File: config.mk
export PLATFORM = sky130hd
export DESIGN_NAME = nfc_host_seq
export DESIGN_NICKNAME = d
export VERILOG_FILES = /design/src/rtl/nfc_seq_pkg.sv /design/src/rtl/nfc_seq_rdbuf.sv /design/src/rtl/nfc_host_seq.sv
export SDC_FILE = /design/constraint.sdc
export NUM_CORES = 1
export LEC_CHECK = 0
export BUFFER_PORTS_ARGS = -buffer_cell sky130_fd_sc_hd__buf_2
export CAP_MARGIN = 10
export CORE_MARGIN = 10
export CORE_UTILIZATION = 45
export DETAILED_ROUTE_END_ITERATION = 8
export GPL_TIMING_DRIVEN = 1
export HOLD_SLACK_MARGIN = 0.02
export PLACE_DENSITY = 0.7
export SLEW_MARGIN = 20
export SYNTH_ARGS = -nofsm -noshare
export SYNTH_HDL_FRONTEND = slang
export SYNTH_SLANG_ARGS = --single-unit
export TNS_END_PERCENT = 1
File: constraint.sdc
create_clock -name clk -period 3.55 [get_ports clk]
set_input_delay 0.1775 -clock clk [delete_from_list [all_inputs] [get_ports clk]]
set_output_delay 0.1775 -clock clk [all_outputs]
set_load 0.05 [all_outputs]
File: src/rtl/nfc_seq_pkg.sv
// Shared definitions for the NFC host command sequencer: command encodings,
// completion codes and the sequencer state encoding.
package nfc_seq_pkg;

    localparam logic [2:0] CMD_PRG   = 3'b001;
    localparam logic [2:0] CMD_READ  = 3'b010;
    localparam logic [2:0] CMD_ERASE = 3'b100;

    localparam logic [1:0] RSP_OK      = 2'b00;
    localparam logic [1:0] RSP_NFCERR  = 2'b01;
    localparam logic [1:0] RSP_ILLEGAL = 2'b10;
    localparam logic [1:0] RSP_TIMEOUT = 2'b11;

    typedef enum logic [2:0] {
        ST_IDLE,
        ST_CHECK,
        ST_FILL,
        ST_START,
        ST_WAIT,
        ST_DRAIN,
        ST_RESP
    } seq_state_t;

endpackage

File: src/rtl/nfc_seq_rdbuf.sv
// Read-drain output stage: one-entry output register plus an outstanding-read
// flag, so at most one buffer read is in flight and no word is dropped while
// the host stalls rd_ready.
module nfc_seq_rdbuf
    import nfc_seq_pkg::*;
#(
    parameter int DIOWidth = 16
) (
    input  logic                clk,
    input  logic                reset,
    input  logic                en,
    input  logic                more,
    input  logic [DIOWidth-1:0] buf_out,
    input  logic                rd_ready,
    output logic                buf_re,
    output logic                rd_valid,
    output logic [DIOWidth-1:0] rd_data,
    output logic                pop,
    output logic                pend
);

    logic                pend_q, pend_d;
    logic                vld_q, vld_d;
    logic [DIOWidth-1:0] data_q, data_d;

    // Issue a read only when nothing is in flight and the register will be free
    always_comb begin
        buf_re = en && more && !pend_q && (!vld_q || rd_ready);
        pop    = vld_q && rd_ready;
        pend_d = buf_re;
        vld_d  = vld_q;
        data_d = data_q;
        if (pend_q) begin
            // buf_out is valid the cycle after the strobe
            vld_d  = 1'b1;
            data_d = buf_out;
        end else if (pop) begin
            vld_d = 1'b0;
        end
    end

    // Output register and in-flight flag
    always_ff @(posedge clk or negedge reset) begin
        if (!reset) begin
            pend_q <= 1'b0;
            vld_q  <= 1'b0;
            data_q <= '0;
        end else begin
            pend_q <= pend_d;
            vld_q  <= vld_d;
            data_q <= data_d;
        end
    end

    assign rd_valid = vld_q;
    assign rd_data  = data_q;
    assign pend     = pend_q;

endmodule

File: src/rtl/nfc_host_seq.sv
// Host-side command sequencer in front of the NAND flash controller host port.
// Takes one program/read/erase request at a time, fills or drains the NFC page
// buffer and reports a completion code.
// Build option: define NFC_TIMEOUT_EN to add a watchdog on the wait for
// nfc_done (completion code 11 after TimeoutCycles cycles).
module nfc_host_seq
    import nfc_seq_pkg::*;
#(
    parameter int DIOWidth      = 16,
    parameter int AddressWidth  = 16,
    parameter int CommandWidth  = 3,
    parameter int PageWords     = 2048,
    parameter int LenWidth      = 12,
    parameter int TimeoutCycles = 65535
) (
    input  logic                    clk,
    input  logic                    reset,
    input  logic                    req_valid,
    output logic                    req_ready,
    input  logic [CommandWidth-1:0] req_cmd,
    input  logic [AddressWidth-1:0] req_addr,
    input  logic [LenWidth-1:0]     req_len,
    input  logic                    wr_valid,
    input  logic [DIOWidth-1:0]     wr_data,
    output logic                    wr_ready,
    output logic                    rd_valid,
    output logic [DIOWidth-1:0]     rd_data,
    input  logic                    rd_ready,
    output logic                    resp_valid,
    output logic [1:0]              resp_code,
    output logic [DIOWidth-1:0]     buf_in,
    output logic                    buf_sel,
    output logic                    buf_we,
    output logic                    buf_re,
    input  logic [DIOWidth-1:0]     buf_out,
    output logic [CommandWidth-1:0] nfc_cmd,
    output logic [AddressWidth-1:0] RWA,
    output logic                    nfc_start,
    input  logic                    nfc_done,
    input  logic                    command_error
);

    seq_state_t              state_q, state_d;
    logic [CommandWidth-1:0] cmd_q, cmd_d;
    logic [AddressWidth-1:0] addr_q, addr_d;
    logic [LenWidth-1:0]     len_q, len_d;
    logic [LenWidth-1:0]     count_q, count_d;
    logic                    req_ready_q, req_ready_d;
    logic                    wr_ready_q, wr_ready_d;
    logic                    buf_sel_q, buf_sel_d;
    logic                    nfc_start_q, nfc_start_d;
    logic [CommandWidth-1:0] nfc_cmd_q, nfc_cmd_d;
    logic [AddressWidth-1:0] rwa_q, rwa_d;
    logic                    resp_valid_q, resp_valid_d;
    logic [1:0]              resp_code_q, resp_code_d;
    logic [1:0]              rsp_sel;

    logic                    cmd_prg, cmd_read, cmd_erase, len_bad;
    logic [LenWidth-1:0]     count_inc;
    logic                    wait_expired;
    logic                    rd_pop, rd_pend;

    assign cmd_prg   = (cmd_q == CommandWidth'(CMD_PRG));
    assign cmd_read  = (cmd_q == CommandWidth'(CMD_READ));
    assign cmd_erase = (cmd_q == CommandWidth'(CMD_ERASE));
    assign len_bad   = (len_q == '0) || (len_q > LenWidth'(PageWords));
    assign count_inc = count_q + LenWidth'(1);

    // Program data goes straight through to the buffer on each accepted word
    assign buf_we = wr_valid && wr_ready_q;
    assign buf_in = buf_we ? wr_data : '0;

`ifdef NFC_TIMEOUT_EN
    localparam int TW = $clog2(TimeoutCycles + 1);
    logic [TW-1:0] timer_q, timer_d;

    // Watchdog counts cycles spent in WAIT, restarting on every entry
    always_comb begin
        timer_d = (state_q == ST_WAIT) ? timer_q + TW'(1) : '0;
    end

    // Watchdog register
    always_ff @(posedge clk or negedge reset) begin
        if (!reset) begin
            timer_q <= '0;
        end else begin
            timer_q <= timer_d;
        end
    end

    assign wait_expired = (timer_q == TW'(TimeoutCycles - 1));
`else
    logic unused_timeout;
    assign unused_timeout = (TimeoutCycles == 0);
    assign wait_expired   = 1'b0;
`endif

    nfc_seq_rdbuf #(
        .DIOWidth(DIOWidth)
    ) u_rdbuf (
        .clk      (clk),
        .reset    (reset),
        .en       (state_q == ST_DRAIN),
        .more     (count_q < len_q),
        .buf_out  (buf_out),
        .rd_ready (rd_ready),
        .buf_re   (buf_re),
        .rd_valid (rd_valid),
        .rd_data  (rd_data),
        .pop      (rd_pop),
        .pend     (rd_pend)
    );

    // Next-state logic; registered outputs are derived from the next state
    always_comb begin
        state_d = state_q;
        cmd_d   = cmd_q;
        addr_d  = addr_q;
        len_d   = len_q;
        count_d = count_q;
        rsp_sel = RSP_OK;
        case (state_q)
            ST_IDLE: begin
                if (req_valid && req_ready_q) begin
                    cmd_d   = req_cmd;
                    addr_d  = req_addr;
                    len_d   = req_len;
                    count_d = '0;
                    state_d = ST_CHECK;
                end
            end
            ST_CHECK: begin
                if (!(cmd_prg || cmd_read || cmd_erase) || (!cmd_erase && len_bad)) begin
                    rsp_sel = RSP_ILLEGAL;
                    state_d = ST_RESP;
                end else if (cmd_prg) begin
                    state_d = ST_FILL;
                end else begin
                    state_d = ST_START;
                end
            end
            ST_FILL: begin
                if (buf_we) begin
                    count_d = count_inc;
                    if (count_inc == len_q) begin
                        state_d = ST_START;
                    end
                end
            end
            ST_START: begin
                count_d = '0;
                state_d = ST_WAIT;
            end
            ST_WAIT: begin
                if (nfc_done) begin
                    if (command_error) begin
                        rsp_sel = RSP_NFCERR;
                        state_d = ST_RESP;
                    end else if (cmd_read) begin
                        state_d = ST_DRAIN;
                    end else begin
                        state_d = ST_RESP;
                    end
                end else if (wait_expired) begin
                    rsp_sel = RSP_TIMEOUT;
                    state_d = ST_RESP;
                end
            end
            ST_DRAIN: begin
                if (buf_re) begin
                    count_d = count_inc;
                end
                if ((count_q == len_q) && rd_pop && !rd_pend) begin
                    state_d = ST_RESP;
                end
            end
            ST_RESP: begin
                state_d = ST_IDLE;
            end
            default: begin
                state_d = ST_IDLE;
            end
        endcase

        req_ready_d  = (state_d == ST_IDLE);
        wr_ready_d   = (state_d == ST_FILL) && (count_d < len_q);
        buf_sel_d    = (state_d == ST_FILL) || (state_d == ST_DRAIN);
        nfc_start_d  = (state_d == ST_START);
        nfc_cmd_d    = ((state_d == ST_START) || (state_d == ST_WAIT)) ? cmd_d : '0;
        rwa_d        = ((state_d == ST_START) || (state_d == ST_WAIT)) ? addr_d : '0;
        resp_valid_d = (state_d == ST_RESP);
        resp_code_d  = (state_d == ST_RESP) ? rsp_sel : RSP_OK;
    end

    // Sequencer state, latched request and registered outputs
    always_ff @(posedge clk or negedge reset) begin
        if (!reset) begin
            state_q      <= ST_IDLE;
            cmd_q        <= '0;
            addr_q       <= '0;
            len_q        <= '0;
            count_q      <= '0;
            req_ready_q  <= 1'b0;
            wr_ready_q   <= 1'b0;
            buf_sel_q    <= 1'b0;
            nfc_start_q  <= 1'b0;
            nfc_cmd_q    <= '0;
            rwa_q        <= '0;
            resp_valid_q <= 1'b0;
            resp_code_q  <= RSP_OK;
        end else begin
            state_q      <= state_d;
            cmd_q        <= cmd_d;
            addr_q       <= addr_d;
            len_q        <= len_d;
            count_q      <= count_d;
            req_ready_q  <= req_ready_d;
            wr_ready_q   <= wr_ready_d;
            buf_sel_q    <= buf_sel_d;
            nfc_start_q  <= nfc_start_d;
            nfc_cmd_q    <= nfc_cmd_d;
            rwa_q        <= rwa_d;
            resp_valid_q <= resp_valid_d;
            resp_code_q  <= resp_code_d;
        end
    end

    assign req_ready  = req_ready_q;
    assign wr_ready   = wr_ready_q;
    assign buf_sel    = buf_sel_q;
    assign nfc_start  = nfc_start_q;
    assign nfc_cmd    = nfc_cmd_q;
    assign RWA        = rwa_q;
    assign resp_valid = resp_valid_q;
    assign resp_code  = resp_code_q;

endmodule

==> run metrics <==
Post-synth EDFFs 0; top_reg_cell synth dfrtp_1; Tcrit/Tclk final 94.52%; Crit path max-delay family compound AO/OA/AOI/OAI gates; worst ir drop on vdd 612.2 uV; # setup viols final 0; # DRC 0; CTS Buf Count 9; most frequent CP cell ha_1; mapped cell area 4756 um^2; Skew-Pair Late Insertion Delay 370 ps; Fmax 298.0 MHz; pin count of the biggest net entering global routing 68; HPWL after DPL 10460 um; Crit Path Category reg -> reg; Pre-antenna DRT Iters 5; top-count cell post-synth dfrtp_1; clock transition at the registers of the reported paths 90 ps; Hold Crit Start req_len[1]; Synth Net Count 556; CP Launch Type flip-flop; IO Port Bufs 130; Area contributors post-synth dfrtp_1 (47%), ha_1 (6.3%), mux2_2 (5.0%), mux2i_1 (4.0%), o21ai_0 (2.9%); PwrDens 841.8 nW/um^2; Placed Instances 730; H-tree depth 3; Finished Layout Cells 773; Period minus WS final 3355 ps; # rows 37; biggest area consumer among synthesized cells dfrtp_1; NumNets Final 726; ANT cells 0; synth cell count leaders dfrtp_1 (90), inv_1 (33), nand2_1 (33); Max Slew Vio Count 0; sequential area share after synthesis 47.36%; synth warn 0; Post-Synthesis Mean Instance Area 10.29 um^2; Syn Inst Count 462; vias in the first global route 4259; share of the synthesized area in the top cell type 47.36%; async set-reset flop share out of synthesis 100.0%; Iter 0 DRT Violations 232; Initial Util 46.07%; first-pass GRT wire length 21840 um; GRT Total Usage 18.25%; Die Span Y 122.8 um; root buf cell clkbuf_8; setup TNS 0 ps; Final ANT Viol Nets 0; final hold slack 34.05 ps; top routing layer in use met4; Worst EP required 3810 ps; crit-path cells inv_1, ha_1, nor2b_1, o211ai_1, a21oi_1, o21a_2, nor2_4, nor2_1, o31ai_2, a31oi_1, ha_1, nand4_1, nor2_2, o2111a_1, o221ai_1, nor3b_1; IO Pins 131; final hold vios 0; clock sinks 90; Die ar. 15080 um^2; CTS tree done; max-cap violation count 0; worst-path maximum fanout 4; initial antenna violation count 0; setup ws final 194.6 ps; Worst-Margin Slew 864.6 ps; Worst Skew 10.95 ps; slowest stage delay, CP 370 ps; Worst R2R Path Depth 16; Hold Crit Class in -> reg; routed wire length 13580 um; die width 122.8 um; relative slew slack 42.36%; Crit path buffers/inverters 1; remaining global-route overflow 0; post-layout util 59.34%; P&R area growth vs syn 28.81%; DP Worst Slack -229.6 ps; RSZ-0062 raised after global routing no; Reg2Reg Launch Point len_q[1]$_DFFE_PN0P_; Metal-1 WL 5619 um; met3 WL 1566 um; Worst Hold Path EP len_q[1]$_DFFE_PN0P_; Yosys reg bits 90; crit path DAT 3610 ps; Yosys cell types 62; layout cells sized above 1 35.48%; Vias 4056; CP Capture Type flip-flop; capture point of the worst reg-to-reg path wr_ready$_DFF_PN0_; Hold Path Stages 3; routed vias/inst 5.247; slowest CP cell dfrtp_1; clk buf depth 2; Core ar. 10320 um^2; leakage power 0.003075 uW; Reg2Reg Setup Slack 190 ps; outcome completed; wire length on met2 6109 um; GPL Wtd Cong 0.9906; DR WL/cell 17.56 um
cells by family (layout without fill, tap and decap cells):
| logic type | count (synthesis) | in the layout | synth area share (%) |
|---|---|---|---|
| flops | 90 | 90 | 47.36 |
| xor+xnor | 19 | 19 | 3.499 |
| compound gates | 92 | 92 | 12.10 |
| buf+inv | 51 | 226 | 4.472 |
| fa+ha+maj | 24 | 24 | 6.314 |
| mux | 41 | 41 | 9.445 |
| simple gates | 145 | 145 | 16.81 |
layer usage:
metal	track usage, %	vias to the layer above
met3	7.117	21
li1	-	1956
met1	22.33	1908
met5	0	-
met4	7.658	0
met2	28.18	171
worst min-delay path: stages:
cell	delay (ps)
buf_2	90
nand2_1	40
o21ai_0	60
metrics by stage:
stage | power, uW | area, um^2
after floorplan | 3654 | 4756
after global placement | 4369 | 5645
after detailed placement | 4418 | 5645
after CTS | 5138 | 6077
after global routing | 5513 | 6126
final | 5157 | 6126
cell type report:
cell class | count | area (um^2)
Multi-Input combinational cell | 321 | 2327
Clock inverter | 7 | 72.57
Inverter | 33 | 123.9
Sequential cell | 90 | 2252
Timing Repair Buffer | 177 | 1056
Tap cell | 136 | 170.2
Clock buffer | 9 | 123.9
Fill cell | 879 | 4198
what timing repair did:
action / in CTS / in global routing
setup buffers: 4 / 3
resized for setup: 1 / 9
endpoints found under the hold margin: 85 / 0
setup endpoints to repair: 1 / 1
pin swaps: 1 / 0
hold buffers: 20 / 0
layout by cell type, fill, tap and decap left out, drive strengths merged, types with 3 or more instances in the layout:
| master | count |
|---|---|
| nand2 | 34 |
| nor3 | 7 |
| mux2i | 20 |
| nor2b | 5 |
| nor4 | 5 |
| nand4 | 7 |
| a21oi | 24 |
| dfrtp | 90 |
| o211ai | 3 |
| nor2 | 34 |
| and2 | 8 |
| a31oi | 11 |
| clkinv | 4 |
| nand3 | 10 |
| xor2 | 6 |
| xnor2 | 13 |
| dlygate4sd3 | 20 |
| buf | 157 |
| o21ai | 31 |
| and3 | 20 |
| nand2b | 8 |
| inv | 35 |
| clkbuf | 9 |
| mux2 | 21 |
| ha | 24 |
registers in the layout (all words and copies together), names as in the netlist, 2 cells and up:
name,flops
resp_code,2
u_rdbuf.rd_data,16
state_q,3
nfc_cmd,3
len_q,12
cmd_q,3
count_q,12
RWA,16
addr_q,16
power breakdown:
group	total (uW)	internal, uW	switching (uW)
sequential	1660	1430	235
clock	684	273	410
combinational	2810	910	1900
total	5160	2610	2550
how the worst max path moves through the flow:
stage / startpoint / end / slack, ps / cells after the start
after CTS: len_q[1]$_DFFE_PN0P_ / wr_ready$_DFF_PN0_ / 80 / 16
after global placement: len_q[1]$_DFFE_PN0P_ / wr_ready$_DFF_PN0_ / -80 / 16
after global routing: len_q[1]$_DFFE_PN0P_ / wr_ready$_DFF_PN0_ / 6 / 19
after floorplan: len_q[1]$_DFFE_PN0P_ / wr_ready$_DFF_PN0_ / 120 / 16
final: len_q[1]$_DFFE_PN0P_ / wr_ready$_DFF_PN0_ / 190 / 16
after detailed placement: len_q[1]$_DFFE_PN0P_ / wr_ready$_DFF_PN0_ / -230 / 16
Note: power is estimated with default switching activity, not from simulation.
